--- src/rtl/ch0re_ifetch_if.sv ---
// Fetch-unit bundle: instruction-memory req/gnt channel, redirect input and the valid/ready path toward ID.
// master = fetch unit, slave = memory/decoder environment.
interface ch0re_ifetch_if;
  logic        o_imem_req;
  logic [63:0] o_imem_addr;
  logic        i_imem_gnt;
  logic        i_imem_rvalid;
  logic [31:0] i_imem_rdata;
  logic        i_imem_err;
  logic        i_redirect;
  logic [63:0] i_redirect_pc;
  logic        o_instr_valid;
  logic [31:0] o_instr;
  logic [63:0] o_pc;
  logic        o_fetch_err;
  logic        i_id_ready;

  modport master (
    output o_imem_req, o_imem_addr, o_instr_valid, o_instr, o_pc, o_fetch_err,
    input  i_imem_gnt, i_imem_rvalid, i_imem_rdata, i_imem_err, i_redirect, i_redirect_pc, i_id_ready
  );

  modport slave (
    input  o_imem_req, o_imem_addr, o_instr_valid, o_instr, o_pc, o_fetch_err,
    output i_imem_gnt, i_imem_rvalid, i_imem_rdata, i_imem_err, i_redirect, i_redirect_pc, i_id_ready
  );
endinterface

--- src/rtl/ch0re_ifetch.sv ---
// Instruction fetch: sequential PCs over req/gnt, in-order responses buffered, head shown to ID the cycle after arrival.
// Backpressure: in-flight requests plus buffered entries never exceed FIFO_DEPTH, so req drops when ID stalls.
module ch0re_ifetch #(
  parameter logic [63:0] RESET_PC   = 64'h0,
  parameter int unsigned FIFO_DEPTH = 2
) (
  input  logic           i_clk,
  input  logic           i_rst,
  ch0re_ifetch_if.master bus
);
  localparam logic [31:0] NOP = 32'h0000_0013;
  localparam int unsigned CW  = $clog2(FIFO_DEPTH + 1);
  localparam int unsigned PW  = (FIFO_DEPTH > 1) ? $clog2(FIFO_DEPTH) : 1;

  typedef enum logic [1:0] {S_BOOT, S_RUN, S_FAULT} state_t;

  typedef struct packed {
    logic [31:0] instr;
    logic [63:0] pc;
    logic        err;
  } entry_t;

  state_t        state;
  logic [63:0]   fetch_pc;
  logic [63:0]   resp_pc;
  logic [CW-1:0] outstanding;
  logic [CW-1:0] outstanding_nxt;
  logic [CW-1:0] occupancy;
  logic [CW-1:0] discard;
  logic [CW:0]   credits_used;
  logic [PW-1:0] rd_ptr;
  logic [PW-1:0] wr_ptr;
  entry_t        fifo_mem [FIFO_DEPTH];
  entry_t        head;

  logic fire;
  logic drop;
  logic push;
  logic pop;
  logic misaligned;

  function automatic logic [PW-1:0] ptr_inc(input logic [PW-1:0] p);
    return (p == PW'(FIFO_DEPTH - 1)) ? '0 : p + 1'b1;
  endfunction

  assign credits_used    = (CW+1)'(outstanding) + (CW+1)'(occupancy);
  assign bus.o_imem_req  = (state == S_RUN) && !bus.i_redirect && (credits_used < (CW+1)'(FIFO_DEPTH));
  assign bus.o_imem_addr = fetch_pc;

  assign fire       = bus.o_imem_req & bus.i_imem_gnt;
  assign drop       = bus.i_imem_rvalid & (discard != '0);
  assign push       = bus.i_imem_rvalid & (discard == '0);
  assign pop        = bus.o_instr_valid & bus.i_id_ready;
  assign misaligned = (bus.i_redirect_pc[1:0] != 2'b00);

  assign outstanding_nxt = outstanding + CW'(fire) - CW'(bus.i_imem_rvalid);

  assign head              = fifo_mem[rd_ptr];
  assign bus.o_instr_valid = (occupancy != '0);
  assign bus.o_instr       = bus.o_instr_valid ? head.instr : NOP;
  assign bus.o_pc          = bus.o_instr_valid ? head.pc : resp_pc;
  assign bus.o_fetch_err   = bus.o_instr_valid & head.err;

  always_ff @(posedge i_clk) begin
    if (i_rst) begin
      state       <= S_BOOT;
      fetch_pc    <= RESET_PC;
      resp_pc     <= RESET_PC;
      outstanding <= '0;
      occupancy   <= '0;
      discard     <= '0;
      rd_ptr      <= '0;
      wr_ptr      <= '0;
    end else if (bus.i_redirect) begin
      // Every request still in flight belongs to the old path and must be dropped on return.
      fetch_pc    <= bus.i_redirect_pc;
      resp_pc     <= bus.i_redirect_pc;
      outstanding <= outstanding - CW'(bus.i_imem_rvalid);
      discard     <= outstanding - CW'(bus.i_imem_rvalid);
      rd_ptr      <= '0;
      if (misaligned) begin
        state     <= S_FAULT;
        occupancy <= CW'(1);
        wr_ptr    <= ptr_inc('0);
      end else begin
        state     <= S_RUN;
        occupancy <= '0;
        wr_ptr    <= '0;
      end
    end else begin
      outstanding <= outstanding_nxt;
      occupancy   <= occupancy + CW'(push) - CW'(pop);
      if (fire) fetch_pc <= fetch_pc + 64'd4;
      if (push) begin
        wr_ptr  <= ptr_inc(wr_ptr);
        resp_pc <= resp_pc + 64'd4;
      end
      if (pop) rd_ptr <= ptr_inc(rd_ptr);
      if (drop) discard <= discard - 1'b1;
      else if (push && bus.i_imem_err) discard <= outstanding_nxt;
      case (state)
        S_BOOT:  state <= S_RUN;
        S_RUN:   if (push && bus.i_imem_err) state <= S_FAULT;
        default: state <= state;
      endcase
    end
  end

  // Faulted responses are stored as NOP so the decoder never sees stale data.
  always_ff @(posedge i_clk) begin
    if (!i_rst) begin
      if (bus.i_redirect)
        fifo_mem[0] <= '{instr: NOP, pc: bus.i_redirect_pc, err: 1'b1};
      else if (push)
        fifo_mem[wr_ptr] <= '{instr: bus.i_imem_err ? NOP : bus.i_imem_rdata,
                              pc:    resp_pc,
                              err:   bus.i_imem_err};
    end
  end

  assert property (@(posedge i_clk) disable iff (i_rst) !(bus.i_imem_rvalid && outstanding == '0));
  assert property (@(posedge i_clk) disable iff (i_rst) !(bus.i_imem_gnt && !bus.o_imem_req));
  assert property (@(posedge i_clk) disable iff (i_rst) occupancy <= CW'(FIFO_DEPTH));
endmodule

--- src/flat_wrapper.sv ---
// flat-port wrapper written by rule: the top's interface ports become plain ports
module ch0re_ifetch_flat 
#(
  parameter logic [63:0] RESET_PC   = 64'h0,
  parameter int unsigned FIFO_DEPTH = 2
)
  (i_clk, i_rst, bus_o_imem_req, bus_o_imem_addr, bus_o_instr_valid, bus_o_instr, bus_o_pc, bus_o_fetch_err, bus_i_imem_gnt, bus_i_imem_rvalid, bus_i_imem_rdata, bus_i_imem_err, bus_i_redirect, bus_i_redirect_pc, bus_i_id_ready);
  ch0re_ifetch_if bus_i ();
  input  logic i_clk;
  input  logic i_rst;
  output wire logic [$bits(bus_i.o_imem_req)-1:0] bus_o_imem_req;
  output wire logic [$bits(bus_i.o_imem_addr)-1:0] bus_o_imem_addr;
  output wire logic [$bits(bus_i.o_instr_valid)-1:0] bus_o_instr_valid;
  output wire logic [$bits(bus_i.o_instr)-1:0] bus_o_instr;
  output wire logic [$bits(bus_i.o_pc)-1:0] bus_o_pc;
  output wire logic [$bits(bus_i.o_fetch_err)-1:0] bus_o_fetch_err;
  input wire logic [$bits(bus_i.i_imem_gnt)-1:0] bus_i_imem_gnt;
  input wire logic [$bits(bus_i.i_imem_rvalid)-1:0] bus_i_imem_rvalid;
  input wire logic [$bits(bus_i.i_imem_rdata)-1:0] bus_i_imem_rdata;
  input wire logic [$bits(bus_i.i_imem_err)-1:0] bus_i_imem_err;
  input wire logic [$bits(bus_i.i_redirect)-1:0] bus_i_redirect;
  input wire logic [$bits(bus_i.i_redirect_pc)-1:0] bus_i_redirect_pc;
  input wire logic [$bits(bus_i.i_id_ready)-1:0] bus_i_id_ready;
  assign bus_o_imem_req = bus_i.o_imem_req;
  assign bus_o_imem_addr = bus_i.o_imem_addr;
  assign bus_o_instr_valid = bus_i.o_instr_valid;
  assign bus_o_instr = bus_i.o_instr;
  assign bus_o_pc = bus_i.o_pc;
  assign bus_o_fetch_err = bus_i.o_fetch_err;
  assign bus_i.i_imem_gnt = bus_i_imem_gnt;
  assign bus_i.i_imem_rvalid = bus_i_imem_rvalid;
  assign bus_i.i_imem_rdata = bus_i_imem_rdata;
  assign bus_i.i_imem_err = bus_i_imem_err;
  assign bus_i.i_redirect = bus_i_redirect;
  assign bus_i.i_redirect_pc = bus_i_redirect_pc;
  assign bus_i.i_id_ready = bus_i_id_ready;
  ch0re_ifetch #(.RESET_PC(RESET_PC), .FIFO_DEPTH(FIFO_DEPTH)) u_core (.i_clk(i_clk), .i_rst(i_rst), .bus(bus_i));
endmodule
--- config.mk ---
export PLATFORM = sky130hd
export DESIGN_NAME = ch0re_ifetch_flat
export DESIGN_NICKNAME = d
export VERILOG_FILES = /design/src/rtl/ch0re_ifetch_if.sv /design/src/rtl/ch0re_ifetch.sv /design/src/flat_wrapper.sv
export SDC_FILE = /design/constraint.sdc
export NUM_CORES = 1
export LEC_CHECK = 0
export CAP_MARGIN = 25
export CORE_ASPECT_RATIO = 1.5
export CORE_MARGIN = 2
export CORE_UTILIZATION = 35
export DETAILED_ROUTE_END_ITERATION = 8
export GPL_TIMING_DRIVEN = 0
export SETUP_SLACK_MARGIN = 0.3
export SYNTH_ARGS = -nofsm -noshare
export SYNTH_HDL_FRONTEND = slang
export SYNTH_SLANG_ARGS = --single-unit
--- constraint.sdc ---
create_clock -name i_clk -period 12.3 [get_ports i_clk]
set_input_delay 3.69 -clock i_clk [delete_from_list [all_inputs] [get_ports i_clk]]
set_output_delay 3.69 -clock i_clk [all_outputs]
set_load 0.01 [all_outputs]
==> metrics.md <==
| Metric | Value |
|---|---|
| Die width | `182 um` |
| DR WL/cell | `23.2 um` |
| Synth Register Bits | `333` |
| Worst Setup End Kind | `primary output` |
| CTS clock-pin slew for the worst setup and hold paths | `0.06 ns` |
| EDFF count, synth | `194` |
| Synth Cell Area | `16600 um^2` |
| Via Count | `14700` |
| Chip Height | `270 um` |
| CTS sink count | `333` |
| Hold crit path type | `flop to flop` |
| Overall Power | `2930 uW` |
| CTS Buf Count | `35` |
| Fill count | `4470` |
| Final worst setup slack | `3.59 ns` |
| Syn avg cell area | `9.57 um^2` |
| Required @ worst endpoint | `8.61 ns` |
| Share of power burned in registers | `44.3%` |
| Vias in the first global route | `14600` |
| Logic pwr share | `17.7%` |
| Final Net Count | `2147` |
| Detailed Route WL | `61.6 mm` |
| Area contributors post-synth | `edfxtp_1 (35%), dfxtp_1 (17%), nand2_1 (6.4%), mux2i_1 (6.2%), o21ai_0 (3.7%)` |
| DP Worst Slack | `3.62 ns` |
| Starting Density | `35.4%` |
| Setup tns final | `0 ns` |
| Syn nets | `1842` |
| Area Growth Syn to Fin | `28.2%` |
| Overflow after GRT | `0` |
| Die area | `49100 um^2` |
| Post-CTS sizing | `0` |
| Drt pass-1 iters | `5` |
| Cell leakage power | `0.00733 uW` |
| CTS tree | `done` |
| Max-cap viol count | `0` |
| Setup bufs post-CTS | `0` |
| Synth cell types | `64` |
| Fin crit period | `8.71 ns` |
| HPWL after DPL | `46.5 mm` |
| Remaining DRCs | `0` |
| Most used DFF post-synth | `edfxtp_1` |
| F_max | `115 MHz` |
| 1st-iter DRT viols | `1091` |
| Startpoint Class | `primary input` |
| Rows | `97` |
| GP Congestion | `0.945` |
| Port Buf Inserts | `263` |
| Largest area contributor in the netlist | `edfxtp_1` |
| Global-route wire length before repair | `91.1 mm` |
| Post-synth top area share | `35.2%` |
| Internal | `2110 uW` |
| Core Area | `46700 um^2` |
| Final period utilization | `70.8%` |
| CTS max path bufs | `3` |
| Htree depth | `2` |
| Initial antenna violation count | `2` |
| Setup Skew | `0.0232 ns` |
| Post-synth ARST share | `0%` |
| RSZ-0062 raised after global routing | `no` |
| Gate Count Post-Synth | `1731` |
| Sw Ratio | `27.9%` |
| Final hold slack | `0.457 ns` |
| Final slew viol count | `0` |
| Crit Path Class | `primary input to primary output` |
| Io pins | `266` |
| Fin. Hold Viols | `0` |
| Post-CTS Hold Buffers | `0` |
| Cell Pwr Density | `138 nW/um^2` |
| Share of layout cells above drive strength 1 | `4.12%` |
| Routed Antenna Nets | `0` |
| Status | `complete, no violations` |
| Worst-path fanout max | `6` |
| Largest net degree at the start of global routing | `62` |
| Total GRT Usage | `24.5%` |
| Synth Warn # | `0` |
| Sequential fraction of the synthesis area | `52.0%` |
| Relative slew slack | `25.9%` |
| CP arrival | `5.02 ns` |
| Max VDD drop | `0.0967 mV` |
| Sw power | `816 uW` |
| Clock power share | `38.0%` |
| Count of final setup violators | `0` |
| Via density | `5.55` |
| CTS Root Cell | `clkbuf_16` |
| Clock Latency Late Sink | `0.56 ns` |
| Actual slew at the worst max-slew pin | `1.10 ns` |
==> power by group through the flow <==
stage          Combinational (uW)  Clock, uW  Sequential (uW)
2_1_floorplan                 232          0             1310
6_report                      518       1110             1300
3_3_place_gp                  509          0             1320
4_1_cts                       520       1130             1290
3_5_place_dp                  517          0             1320
5_1_grt                       554       1160             1300
==> flip-flops by register name, indices dropped and copies added (netlist names), named ones only <==
| name | flops |
|---|---|
| u_core.bus.o_imem_addr | 64 |
| u_core.discard | 2 |
| u_core.fifo_mem | 194 |
| u_core.occupancy | 2 |
| u_core.outstanding | 2 |
| u_core.rd_ptr | 1 |
| u_core.resp_pc | 64 |
| u_core.state | 2 |
| u_core.wr_ptr | 1 |
==> cell usage after synthesis (39+ instances only) <==
| cell | n |
|---|---|
| nand2_1 | 282 |
| edfxtp_1 | 194 |
| dfxtp_1 | 139 |
| nor2_1 | 123 |
| o21ai_0 | 122 |
| mux2i_1 | 103 |
| a21oi_1 | 89 |
| clkbuf_1 | 89 |
| xor2_1 | 55 |
| nand4_1 | 53 |
| nand3_1 | 50 |
| inv_1 | 48 |
| and3_1 | 39 |
==> metal layers <==
layer  global-route usage, %  part of all wire [%]  vias up  routed length, um
met3                    3.55                   6.4      147               3930
met4                    13.1                   5.5        2               3390
met2                    42.3                    49      676              30000
met5                       0                 0.021        -                 13
li1                        -                     -     6836                  -
met1                    29.5                    39     7087              24300
==> worst max-delay path, cell delays in order <==
cell	delay (ns)
clkbuf_1	0.17
nor3_1	0.32
and3b_1	0.27
clkdlybuf4s50_1	0.56
==> final cells by class <==
type,instances,area (um^2),area share (%)
multi-input cells,1241,7370,34.7
well taps,594,743,3.50
repair buffers,268,2730,12.8
clock buffers,42,955,4.50
plain buffers,108,414,1.95
diodes,1,2.50,0.0118
clock inverters,22,225,1.06
inverters,49,184,0.867
flip-flops and latches,333,8610,40.6
==> kinds of logic (layout without fill, tap and decap cells) <==
kind of cell | count (synthesis) | after routing | share of synthesized area, %
compound gates | 350 | 350 | 12.4
xor+xnor | 89 | 89 | 4.71
fa+ha+maj | 8 | 8 | 0.650
buf+inv | 157 | 489 | 3.61
flops | 333 | 333 | 52.0
mux | 103 | 103 | 6.23
other cells | 0 | 1 | 0
simple gates | 691 | 691 | 20.4
==> per-stage QoR <==
stage | utilization [%] | cells | area (um^2)
floorplan | - | 1731 | 16600
global placement | 42.7 | 2588 | 19900
detailed placement | 42.9 | 2593 | 20000
CTS | 45.4 | 2657 | 21200
global route | 45.4 | 2658 | 21200
finish | 45.4 | 2658 | 21200
==> worst paths after layout <==
check / start / slack [ns] / endpoint / cells after the start
min: u_core.bus.o_imem_addr[1] / 0.46 / u_core.bus.o_imem_addr[1] / 2
min reg2reg: u_core.bus.o_imem_addr[1] / 0.46 / u_core.bus.o_imem_addr[1] / 2
max: bus_i_redirect / 3.59 / bus_o_imem_req / 4
max reg2reg: u_core.occupancy[0] / 8.40 / u_core.discard[1] / 13
==> layout by cell type (no fill, tap or decap), types with 38 or more instances in the layout <==
| cell type | netlist | layout |
|---|---|---|
| o21ai_0 | 122 | 122 |
| edfxtp_1 | 194 | 194 |
| and3_1 | 39 | 38 |
| nor3_1 | 38 | 38 |
| nand4_1 | 53 | 53 |
| clkdlybuf4s50_1 | 0 | 263 |
| inv_1 | 48 | 48 |
| a21oi_1 | 89 | 89 |
| dfxtp_1 | 139 | 139 |
| nand3_1 | 50 | 50 |
| nand2_1 | 282 | 282 |
| nor2_1 | 123 | 122 |
| clkbuf_1 | 89 | 93 |
| mux2i_1 | 103 | 103 |
| xor2_1 | 55 | 55 |
Power figures use the tool's default switching activity.
